<file path="config.mk">
export PLATFORM = sky130hd
export DESIGN_NAME = agc_auto_loop
export DESIGN_NICKNAME = d
export VERILOG_FILES = /design/src/rtl/agc_auto_loop.sv
export SDC_FILE = /design/constraint.sdc
export NUM_CORES = 1
export LEC_CHECK = 0
export ABC_CLOCK_PERIOD_IN_PS = 6170
export BUFFER_PORTS_ARGS = -buffer_cell sky130_fd_sc_hd__buf_2
export CORE_MARGIN = 2
export CORE_UTILIZATION = 35
export CTS_CLUSTER_SIZE = 25
export DETAILED_ROUTE_END_ITERATION = 16
export PLACE_DENSITY_LB_ADDON = 0.3
export SLEW_MARGIN = 20
export SYNTH_ARGS = -nofsm -noshare
export SYNTH_HDL_FRONTEND = slang
export SYNTH_SLANG_ARGS = --single-unit
</file>
<file path="constraint.sdc">
create_clock -name clk_i -period 6.17 [get_ports clk_i]
set_clock_uncertainty 0.15 [all_clocks]
set_input_delay 0.617 -clock clk_i [delete_from_list [all_inputs] [get_ports clk_i]]
set_output_delay 0.617 -clock clk_i [all_outputs]
set_load 0.01 [all_outputs]
</file>
<file path="src/rtl/agc_auto_loop.sv">
// ---------------------------------------------------------------------------
// agc_auto_loop
//
// Automatic gain-control sequencer. Each iteration clears the per-channel
// power accumulators in the core, lets them integrate for a fixed window,
// waits for the pipeline to settle, then nudges every channel's scale one
// step towards a target power and applies the whole set at once.
//
// Sequence: IDLE -> TICK (1) -> MEASURE (WINDOW) -> SETTLE (SETTLE)
//           -> ADJUST (NCHAN, one channel per clock) -> APPLY (1)
//
// Optional feature (compile-time macro AGC_AUTO_CONVERGE_EN):
//   when defined, an iteration in which every channel is already inside the
//   deadband raises converged_o and parks the loop in IDLE until enable_i
//   rises again or init_i is pulsed. When undefined, converged_o is 0 and
//   the loop free-runs while enable_i is high.
//
// Ports:
//   clk_i        sole clock
//   rst_i        asynchronous, active-high reset
//   enable_i     run the loop while high (an iteration always completes)
//   init_i       reload all scales to SCALE_INIT (IDLE only)
//   target_i     target accumulator value
//   tol_i        deadband half-width around target_i
//   step_i       unsigned scale step per iteration
//   sq_accum_i   per-channel accumulators, channel n at [n*SQ_BITS +: SQ_BITS]
//   agc_tick_o   one-clock pulse clearing the core accumulators
//   agc_ce_o     accumulate enable for the measurement window
//   scale_o      per-channel scale registers, channel n at [n*SCALE_BITS +: SCALE_BITS]
//   scale_ce_o   one-hot strobe, bit k pulses once channel k holds its new scale
//   apply_o      one-clock pulse applying the loaded scales
//   busy_o       high in every state except IDLE
//   iter_o       completed iteration count (wraps)
//   converged_o  loop converged (see optional feature above)
//
// Parameter ranges: NCHAN >= 1, 1 <= WINDOW <= 2^24-1, 1 <= SETTLE,
// SCALE_BITS > 8.
// ---------------------------------------------------------------------------
module agc_auto_loop #(
  parameter int                    NCHAN      = 8,
  parameter int                    WINDOW     = 32768,
  parameter int                    SQ_BITS    = 25,
  parameter int                    SCALE_BITS = 17,
  parameter logic [SCALE_BITS-1:0] SCALE_INIT = 17'h04000,
  parameter int                    SETTLE     = 6
) (
  input  logic                          clk_i,
  input  logic                          rst_i,
  input  logic                          enable_i,
  input  logic                          init_i,
  input  logic [SQ_BITS-1:0]            target_i,
  input  logic [SQ_BITS-1:0]            tol_i,
  input  logic [7:0]                    step_i,
  input  logic [NCHAN*SQ_BITS-1:0]      sq_accum_i,
  output logic                          agc_tick_o,
  output logic                          agc_ce_o,
  output logic [NCHAN*SCALE_BITS-1:0]   scale_o,
  output logic [NCHAN-1:0]              scale_ce_o,
  output logic                          apply_o,
  output logic                          busy_o,
  output logic [15:0]                   iter_o,
  output logic                          converged_o
);

`ifdef AGC_AUTO_CONVERGE_EN
  localparam logic CONV_EN = 1'b1;
`else
  localparam logic CONV_EN = 1'b0;
`endif

  localparam int CNT_W = 24;
  localparam int CH_W  = (NCHAN > 1) ? $clog2(NCHAN) : 1;

  // Last count value of each timed state (counter restarts at 0 on entry).
  localparam logic [CNT_W-1:0] WIN_LAST = CNT_W'(WINDOW - 1);
  localparam logic [CNT_W-1:0] SET_LAST = CNT_W'(SETTLE - 1);
  localparam logic [CNT_W-1:0] ADJ_LAST = CNT_W'(NCHAN - 1);

  typedef enum logic [2:0] {
    ST_IDLE    = 3'd0,
    ST_TICK    = 3'd1,
    ST_MEASURE = 3'd2,
    ST_SETTLE  = 3'd3,
    ST_ADJUST  = 3'd4,
    ST_APPLY   = 3'd5
  } state_t;

  // Decrement with a floor at zero.
  function automatic logic [SCALE_BITS-1:0] sat_sub(
    input logic [SCALE_BITS-1:0] a,
    input logic [7:0]            b
  );
    logic [SCALE_BITS-1:0] b_ext;
    b_ext = {{(SCALE_BITS-8){1'b0}}, b};
    if (a < b_ext) begin
      sat_sub = {SCALE_BITS{1'b0}};
    end else begin
      sat_sub = a - b_ext;
    end
  endfunction

  // Increment with a ceiling at all-ones; one extra bit catches the carry.
  function automatic logic [SCALE_BITS-1:0] sat_add(
    input logic [SCALE_BITS-1:0] a,
    input logic [7:0]            b
  );
    logic [SCALE_BITS:0] sum;
    sum = {1'b0, a} + {{(SCALE_BITS-7){1'b0}}, b};
    if (sum[SCALE_BITS]) begin
      sat_add = {SCALE_BITS{1'b1}};
    end else begin
      sat_add = sum[SCALE_BITS-1:0];
    end
  endfunction

  state_t                 state_r;
  state_t                 next_state_s;
  logic [CNT_W-1:0]       cnt_r;
  logic [CH_W-1:0]        ch_s;
  logic                   start_s;
  logic                   enable_d_r;
  logic                   enable_rise_s;

  logic [SQ_BITS-1:0]     sq_sel_s;
  logic [SQ_BITS:0]       hi_s;
  logic [SQ_BITS-1:0]     lo_s;
  logic                   too_high_s;
  logic                   too_low_s;
  logic [SCALE_BITS-1:0]  cur_scale_s;
  logic [SCALE_BITS-1:0]  new_scale_s;
  logic [SCALE_BITS-1:0]  scale_r [NCHAN];
  logic                   all_ok_r;

  logic                   tick_s;
  logic                   ce_s;
  logic                   apply_s;
  logic                   busy_s;
  logic [NCHAN-1:0]       scale_ce_s;

  logic                   tick_r;
  logic                   ce_r;
  logic                   apply_r;
  logic                   busy_r;
  logic [NCHAN-1:0]       scale_ce_r;
  logic [15:0]            iter_r;
  logic                   converged_r;

  // During ADJUST the phase counter doubles as the channel index.
  assign ch_s          = cnt_r[CH_W-1:0];
  assign enable_rise_s = enable_i & ~enable_d_r;
  // A converged loop only restarts on a fresh enable edge or an init.
  assign start_s       = enable_i & (~converged_r | init_i | enable_rise_s);

  // State register and per-state phase counter.
  always_ff @(posedge clk_i or posedge rst_i) begin
    if (rst_i) begin
      state_r <= ST_IDLE;
      cnt_r   <= 24'd0;
    end else begin
      state_r <= next_state_s;
      if ((next_state_s != state_r) || (state_r == ST_IDLE)) begin
        cnt_r <= 24'd0;
      end else begin
        cnt_r <= cnt_r + 24'd1;
      end
    end
  end

  // Next-state logic.
  always_comb begin
    next_state_s = state_r;
    case (state_r)
      ST_IDLE: begin
        if (start_s) begin
          next_state_s = ST_TICK;
        end else begin
          next_state_s = ST_IDLE;
        end
      end
      ST_TICK: begin
        next_state_s = ST_MEASURE;
      end
      ST_MEASURE: begin
        if (cnt_r == WIN_LAST) begin
          next_state_s = ST_SETTLE;
        end else begin
          next_state_s = ST_MEASURE;
        end
      end
      ST_SETTLE: begin
        if (cnt_r == SET_LAST) begin
          next_state_s = ST_ADJUST;
        end else begin
          next_state_s = ST_SETTLE;
        end
      end
      ST_ADJUST: begin
        if (cnt_r == ADJ_LAST) begin
          next_state_s = ST_APPLY;
        end else begin
          next_state_s = ST_ADJUST;
        end
      end
      ST_APPLY: begin
        if (CONV_EN && all_ok_r) begin
          next_state_s = ST_IDLE;
        end else if (enable_i) begin
          next_state_s = ST_TICK;
        end else begin
          next_state_s = ST_IDLE;
        end
      end
      default: begin
        next_state_s = ST_IDLE;
      end
    endcase
  end

  // Output decode from the next state so the registered strobes line up
  // with the state they belong to.
  always_comb begin
    tick_s     = (next_state_s == ST_TICK);
    ce_s       = (next_state_s == ST_MEASURE);
    apply_s    = (next_state_s == ST_APPLY);
    busy_s     = (next_state_s != ST_IDLE);
    scale_ce_s = {NCHAN{1'b0}};
    if (state_r == ST_ADJUST) begin
      for (int i = 0; i < NCHAN; i++) begin
        scale_ce_s[i] = (ch_s == CH_W'(i));
      end
    end else begin
      scale_ce_s = {NCHAN{1'b0}};
    end
  end

  // Deadband compare and saturating step for the channel under evaluation.
  // hi carries one extra bit so target+tol never wraps; lo floors at zero.
  always_comb begin
    sq_sel_s    = {SQ_BITS{1'b0}};
    cur_scale_s = {SCALE_BITS{1'b0}};
    for (int i = 0; i < NCHAN; i++) begin
      if (ch_s == CH_W'(i)) begin
        sq_sel_s    = sq_accum_i[i*SQ_BITS +: SQ_BITS];
        cur_scale_s = scale_r[i];
      end else begin
        sq_sel_s    = sq_sel_s;
        cur_scale_s = cur_scale_s;
      end
    end
    hi_s = {1'b0, target_i} + {1'b0, tol_i};
    if (tol_i > target_i) begin
      lo_s = {SQ_BITS{1'b0}};
    end else begin
      lo_s = target_i - tol_i;
    end
    too_high_s = ({1'b0, sq_sel_s} > hi_s);
    too_low_s  = (sq_sel_s < lo_s);
    if (too_high_s) begin
      new_scale_s = sat_sub(cur_scale_s, step_i);
    end else if (too_low_s) begin
      new_scale_s = sat_add(cur_scale_s, step_i);
    end else begin
      new_scale_s = cur_scale_s;
    end
  end

  // Scale registers: reload on init in IDLE, update one channel per ADJUST clock.
  always_ff @(posedge clk_i or posedge rst_i) begin
    if (rst_i) begin
      for (int i = 0; i < NCHAN; i++) begin
        scale_r[i] <= SCALE_INIT;
      end
    end else if ((state_r == ST_IDLE) && init_i) begin
      for (int i = 0; i < NCHAN; i++) begin
        scale_r[i] <= SCALE_INIT;
      end
    end else if (state_r == ST_ADJUST) begin
      for (int i = 0; i < NCHAN; i++) begin
        if (ch_s == CH_W'(i)) begin
          scale_r[i] <= new_scale_s;
        end
      end
    end
  end

  // Tracks whether every channel of this iteration stayed inside the deadband.
  always_ff @(posedge clk_i or posedge rst_i) begin
    if (rst_i) begin
      all_ok_r <= 1'b0;
    end else if (state_r == ST_TICK) begin
      all_ok_r <= 1'b1;
    end else if ((state_r == ST_ADJUST) && (too_high_s || too_low_s)) begin
      all_ok_r <= 1'b0;
    end
  end

  // Registered strobes, status, iteration counter and convergence flag.
  always_ff @(posedge clk_i or posedge rst_i) begin
    if (rst_i) begin
      tick_r      <= 1'b0;
      ce_r        <= 1'b0;
      apply_r     <= 1'b0;
      busy_r      <= 1'b0;
      scale_ce_r  <= {NCHAN{1'b0}};
      iter_r      <= 16'd0;
      converged_r <= 1'b0;
      enable_d_r  <= 1'b0;
    end else begin
      tick_r     <= tick_s;
      ce_r       <= ce_s;
      apply_r    <= apply_s;
      busy_r     <= busy_s;
      scale_ce_r <= scale_ce_s;
      enable_d_r <= enable_i;
      if (state_r == ST_APPLY) begin
        iter_r <= iter_r + 16'd1;
      end
      if (CONV_EN && (state_r == ST_APPLY) && all_ok_r) begin
        converged_r <= 1'b1;
      end else if (init_i || enable_rise_s) begin
        converged_r <= 1'b0;
      end
    end
  end

  for (genvar g = 0; g < NCHAN; g++) begin : g_scale
    assign scale_o[g*SCALE_BITS +: SCALE_BITS] = scale_r[g];
  end

  assign agc_tick_o  = tick_r;
  assign agc_ce_o    = ce_r;
  assign apply_o     = apply_r;
  assign busy_o      = busy_r;
  assign scale_ce_o  = scale_ce_r;
  assign iter_o      = iter_r;
  assign converged_o = converged_r;

endmodule
</file>
Word level (Yosys, flattened, before mapping)
Cells that the tools add are included.
{ "totals": {"word_cells": 106, "mem_bits_rw": 0, "output_inout_bits": 165, "mem_count": 0, "rom_bits": 0, "ff_bits": 191, "inputBits": 262, "latchBits": 0} }
{ "classes": {"reduce_logical": 23, "div_mod_pow": 0, "addsub": 6, "shifts": 0, "n_mul": 0, "bitwise": 0, "muxes": 38, "n_eq_ne": 19, "magnitude_cmp": 4} }
{ "op_table": {"columns": ["operator", "count"], "rows": [
  ["$mux 17", 20],
  ["$mux 136", 2],
  ["$mux 25", 9],
  ["$eq 24x3->1 const B", 2],
  ["$add 25x25->26", 1],
  ["$gt 25x26->1", 1],
  ["$gt 25x25->1", 1],
  ["$lt 25x25->1", 1],
  ["$sub 25x25->25", 1],
  ["$add 24x1->24 const B", 1],
  ["$eq 24x15->1 const B", 1],
  ["$mux 24", 1],
  ["$eq 3x3->1 const B", 7],
  ["$add 17x8->18", 1],
  ["$reduce_bool 2->1", 9],
  ["$lt 17x8->1", 1],
  ["$sub 17x8->17", 1],
  ["$add 16x1->16 const B", 1],
  ["$reduce_and 2->1", 8],
  ["$eq 3x2->1 const B", 5],
  ["$pmux 3 s5", 1],
  ["$eq 3x1->1 const B", 3],
  ["$mux 8", 1],
  ["$logic_not 3->1", 2],
  ["7 further kinds", 9]
]} }

Logic depth before layout (Yosys ltp)
{ "depth": {"word_depth": 16, "mapped_depth": 28, "mapped_depth_nobuf": 24} }

Worst setup path before layout
No wires, ideal clock.
{ "synth_path": {"path_kind": "reg-to-reg", "from": "register cnt_r[2]", "to": "register scale_r (netlist bit scale_o[48])", "stages_incl_launch_ff": 28, "setup_ns": 0.093, "synth_period_minus_slack_ns": 6.100, "required_ns": 5.927, "arrival_ns": 5.858, "slack_ns": 0.070, "cell_sequence": "dfrtp_1 buf_2 inv_1 clkbuf_1 ha_1 buf_2 buf_2 buf_1 clkbuf_1 clkbuf_1 clkbuf_1 nand2_1 o311ai_0 o211ai_1 a21oi_1 a21oi_1 o21ai_0 ha_1 and3_1 a221o_1 a211oi_1 o211ai_1 a2111o_1 a21o_4 or3_1 xor2_1 a21oi_2 a21oi_1"} }
{ "synth_between": {"elab_chain_cells": 16, "word_cells_on_any_way": 38, "cone_classes": "add/sub (2); order compare (3); eq/ne (7); mux (23); reduce/logical (3)"} }
{ "synth_lines": {"columns": ["item", "line", "source"], "rows": [
  ["start, declared", "118", "logic [CNT_W-1:0] cnt_r;"],
  ["start signal, assigned", "164", "cnt_r <= cnt_r + 24'd1;"],
  ["$logic_not 3->1", "242", "if (ch_s == CH_W'(i)) begin"],
  ["$mux 17 (8 in a row)", "242", null],
  ["$add 17x8->18", "108", "sum = {1'b0, a} + {{(SCALE_BITS-7){1'b0}}, b};"],
  ["$mux 17", "109", "if (sum[SCALE_BITS]) begin"],
  ["$mux 17", "260", "end else if (too_low_s) begin"],
  ["$mux 17", "258", "if (too_high_s) begin"],
  ["$mux 17", "279", "if (ch_s == CH_W'(i)) begin"],
  ["$mux 136", "277", "end else if (state_r == ST_ADJUST) begin"],
  ["$mux 136", "273", "end else if ((state_r == ST_IDLE) && init_i) begin"],
  ["end signal, assigned by index", "280", "scale_r[i] <= new_scale_s;"],
  ["end, declared", "131", "logic [SCALE_BITS-1:0] scale_r [NCHAN];"]
]} }
Several ways; a longest one is shown, not always the timed one. The select of a mux whose other input is x is not followed.
A chain may end at the register's enable or synchronous reset.

Worst setup path after layout
{ "layout_path": {"from": "register cnt_r[0]", "to": "register scale_r (netlist bit scale_o[9])"} }
{ "layout_between": {"elab_chain_cells": 16, "word_cells_on_any_way": 38, "cone_classes": "add/sub (2); order compare (3); eq/ne (7); mux (23); reduce/logical (3)"} }
{ "layout_lines": {"columns": ["item", "line"], "rows": [
  ["$logic_not 3->1", "242, 279"],
  ["$mux 17 (8 in a row)", "242"],
  ["$add 17x8->18", "108"],
  ["$mux 17", "109"],
  ["$mux 17", "260"],
  ["$mux 17", "258"],
  ["$mux 17", "279"],
  ["$mux 136", "277"],
  ["$mux 136", "273"]
]} }
Several ways; a longest one is shown, not always the timed one. The select of a mux whose other input is x is not followed.

==> summary.md <==
| Metric | Value |
|---|---|
| Vias in the first global route | 17,100 |
| Antenna violations before repair | 2 |
| Worst relative slew slack | 22.2% |
| Arrival time at the worst endpoint | between 6 and 7 ns |
| Maxcap violations | 0 |
| Total routed wirelength | approximately 70,000 um |
| Clock Power Share | between 30 and 40% |
| Detail Route Antenna Nets | 0 |
| Post-synth EDFFs | 0 |
| Share of total power in combinational logic | 28.6% |
| Cell count after placement | 3,027 |
| Endpoint required time on the critical path | between 6 and 7 ns |
| Register share of total power | 38.3% |
| Area share of the leading cell type in the synthesized netlist | 29.2% |
| Number of different library cells in the post-synthesis netlist | 85 |
| Clock buffer count from CTS | 17 |
| Worst hold path class | in -> async |
| Largest net degree at the start of global routing | 135 |
| Switching component of the power | 1.09 mW |
| Max incr delay on CP | between 0.5 and 0.6 ns |
| Maximum net fanout on the critical path | 8 |
| Total Nets Final | ~2,800 |
| Clock latency of the later-clocked register in the worst-skew pair | roughly 0.44 ns |
| Type of the worst setup path | reg -> reg |
| Commonest cells after routing, fill and taps aside | sky130_fd_sc_hd__buf_2, sky130_fd_sc_hd__a21oi_1, sky130_fd_sc_hd__nand2_1 |
| Post-route insts no fill | between 3,000 and 4,000 |
| Proportion of synthesized chip area in sequential cells | approximately 31% |
| Number of register bits inferred by synthesis | 191 |
| Port Buf Inserts | 425 |
| GR Overflow Total | 0 |
| Global-route wire length before repair | 104,000 um |
| Number of max-slew violations in the final report | 0 |
| Min cycle time layout | 5.97 ns |
| Final worst setup slack | 0.198 ns |
| Worst-path cell with the longest stage delay | sky130_fd_sc_hd__or4_1 |
| Synthesized instance count | 1,991 |
| First-pass detailed-route iteration total | 6 |
| Aggregate global-route resource usage | 29.1% |
| Async set or reset register ratio after synthesis | 100% |
| Mean instance size in the synthesized netlist | between 7 and 8 um2 |
| CTS sink cnt | 191 |
| Area added between synthesis and finish | 27.1% |
| Vert. Die Dim | 216 um |
| Most area-hungry cell type in the Yosys netlist | sky130_fd_sc_hd__dfrtp_1 |
| Slew @ Worst Pin | 1.15 ns |
| Die extent in x | 216 um |
| Kind of launch point of the worst setup path | flop |
| Cell-internal power | 2.21 mW |
| Placeable Area | 44,200 um2 |
| Clock Root Buffer | sky130_fd_sc_hd__clkbuf_16 |
| Vias/cell | 5.71 |
| Post-synthesis instance area | 15,700 um2 |
| Switching Share | 33.1% |
| Timing-limited maximum frequency | ~0.17 GHz |
| Detail Placement HPWL | 56,400 um |
| Number of placed I/O pins | around 430 |
| Leakage power total | 9.63 nW |
| Crit path cell chain | inv_1, ha_1, nor3b_4, buf_4, buf_4, a221oi_1, o311ai_0, o211ai_1, a21oi_1, a21oi_1, o21ai_0, buf_4, ha_1, and4_1, a221o_1, o21ai_0, and4_1, a211o_2, buf_4, nand2_1, or4_1, nand3_2, o21ai_0 |
| CP endpoint kind | flop |
| Site Rows | 77 |
| Library cell appearing most often on the critical path | sky130_fd_sc_hd__buf_4 |
| Synth warn | 0 |
| Min Hold Slack | between 0.2 and 0.25 ns |
| # H-tree levels | 4 |
| Worst setup slack after placement | -0.0898 ns |
| Cell types occupying the most area after synthesis | sky130_fd_sc_hd__dfrtp_1, sky130_fd_sc_hd__ha_1, sky130_fd_sc_hd__a21oi_1, sky130_fd_sc_hd__o21ai_0, sky130_fd_sc_hd__nand2_1 |
| Final setup viols | 0 |
| CTS max path bufs | 2 |
| Starting Density | 35.4% |
| Clock input transition at the sequential cells of the worst setup and hold paths | 0.08 ns |
| Worst IR drop on VDD | ~200 uV |
| Post-Route Setup TNS | 0 ns |
| Most common cell after layout, fill and taps aside | sky130_fd_sc_hd__buf_2 |
| Result of the run | completed |
| Placer's final routability congestion estimate | 1.01 |
| Final Cycle Share | 96.8% |
| Number of endpoints with negative hold slack in the final report | 0 |
| Area enclosed by the die boundary | around 46,000 um2 |
| Clock tree from TritonCTS | done |
| Cell Pwr Density | 166 nW/um2 |
| Filler instances | 4,460 |
| Routed wirelength normalized by instance count | around 23 um |
| Net count after synthesis | between 2,000 and 2,500 |
| Fin util | 45.0% |
| Count of vias placed by the detailed router | 17,500 |
| Dominant synthesized flop cell | sky130_fd_sc_hd__dfrtp_1 |
| Proportion of layout cells with a drive suffix above 1 | about 27% |
| DRC violations left | 0 |
| 1st-iter DRT viols | 1,314 |
[cells in the mapped netlist (29+ instances only)]
master	number
sky130_fd_sc_hd__a21oi_1	232
sky130_fd_sc_hd__a221oi_1	31
sky130_fd_sc_hd__clkbuf_1	110
sky130_fd_sc_hd__dfrtp_1	183
sky130_fd_sc_hd__ha_1	123
sky130_fd_sc_hd__inv_1	86
sky130_fd_sc_hd__nand2_1	206
sky130_fd_sc_hd__nand3_1	72
sky130_fd_sc_hd__nor2_1	158
sky130_fd_sc_hd__nor2b_1	32
sky130_fd_sc_hd__nor3_1	38
sky130_fd_sc_hd__o211ai_1	34
sky130_fd_sc_hd__o21ai_0	201
sky130_fd_sc_hd__o311ai_0	41
sky130_fd_sc_hd__xnor2_1	60
sky130_fd_sc_hd__xor2_1	29
[layer usage]
metal	share of wire, %	up-vias	track usage, %
met1	39	8444	34.4
li1	-	8123	-
met4	5.6	0	14.7
met2	49	769	51.0
met3	6.7	147	4.74
met5	0	-	0
[through the flow]
step           total power [mW]  area (um2)
2_1_floorplan              1.80       15700
3_3_place_gp               2.22       19300
6_report                   3.30       19900
4_1_cts                    3.30       19800
5_1_grt                    3.45       19900
3_5_place_dp               2.22       19300
[sequential cells by signal, summed over array words and instances, names as in the netlist]
signal      count
agc_ce_o        1
agc_tick_o      1
apply_o         1
busy_o          1
cnt_r          24
iter_o         16
scale_ce_o      8
scale_o       136
state_r         3
[power by group through the flow]
| stage | sequential [mW] | combinational, mW | clock [mW] |
|---|---|---|---|
| 5_1_grt | 1.26 | 1.03 | 1.15 |
| 4_1_cts | 1.26 | 0.939 | 1.10 |
| 6_report | 1.26 | 0.944 | 1.09 |
| 3_3_place_gp | 1.29 | 0.927 | 0 |
| 2_1_floorplan | 1.29 | 0.506 | 0 |
| 3_5_place_dp | 1.29 | 0.932 | 0 |
[cell families after synthesis]
group	Yosys count	synth area share [%]
AO/OA/AOI/OAI	709	28.4
XOR/XNOR	90	5.08
flip-flops	191	30.6
multiplexers	1	0.0719
other	1	0.0240
AND/OR/NAND/NOR	648	19.9
buffers and inverters	224	5.60
adder cells (fa/ha/maj)	127	10.3
[worst max-delay path: cells and delay by family, from the launching register on]
family          cells  cell delay, ns
buf+inv             5            0.78
flops               1            0.45
compound gates     10            2.31
fa+ha+maj           2            0.46
simple gates        6            1.68
[cell type report]
| type | instances | area (um2) | share of cell area, % |
|---|---|---|---|
| clock buffer | 17 | 425 | 2.14 |
| timing repair buffer | 584 | 3410 | 17.1 |
| clock inverter | 15 | 140 | 0.704 |
| antenna | 1 | 2.50 | 0.0126 |
| sequential | 191 | 4790 | 24.1 |
| tap | 592 | 741 | 3.72 |
| inverter | 86 | 330 | 1.66 |
| multi-input combinational | 1576 | 10100 | 50.6 |
[final timing paths]
kind	from	endpoint	slack (ns)	cells past startpoint
setup / recovery	cnt_r[0]	scale_o[9]	0.20	23
hold / removal	rst_i	state_r[1]	0.24	2
setup reg to reg	cnt_r[0]	scale_o[9]	0.20	23
hold reg to reg	iter_o[15]	iter_o[15]	0.33	1
max in group asynchronous	rst_i	cnt_r[2]	4.30	3
min in group clk_i	enable_i	agc_tick_o	0.28	3
[repair_timing]
item | 4_1_cts | 5_1_grt
gates resized for setup | 0 | 17
hold buffers | 0 | 0
setup buffers | 0 | 2
endpoints found under the setup margin | 0 | 124
Note: power is estimated with default switching activity, not from simulation.
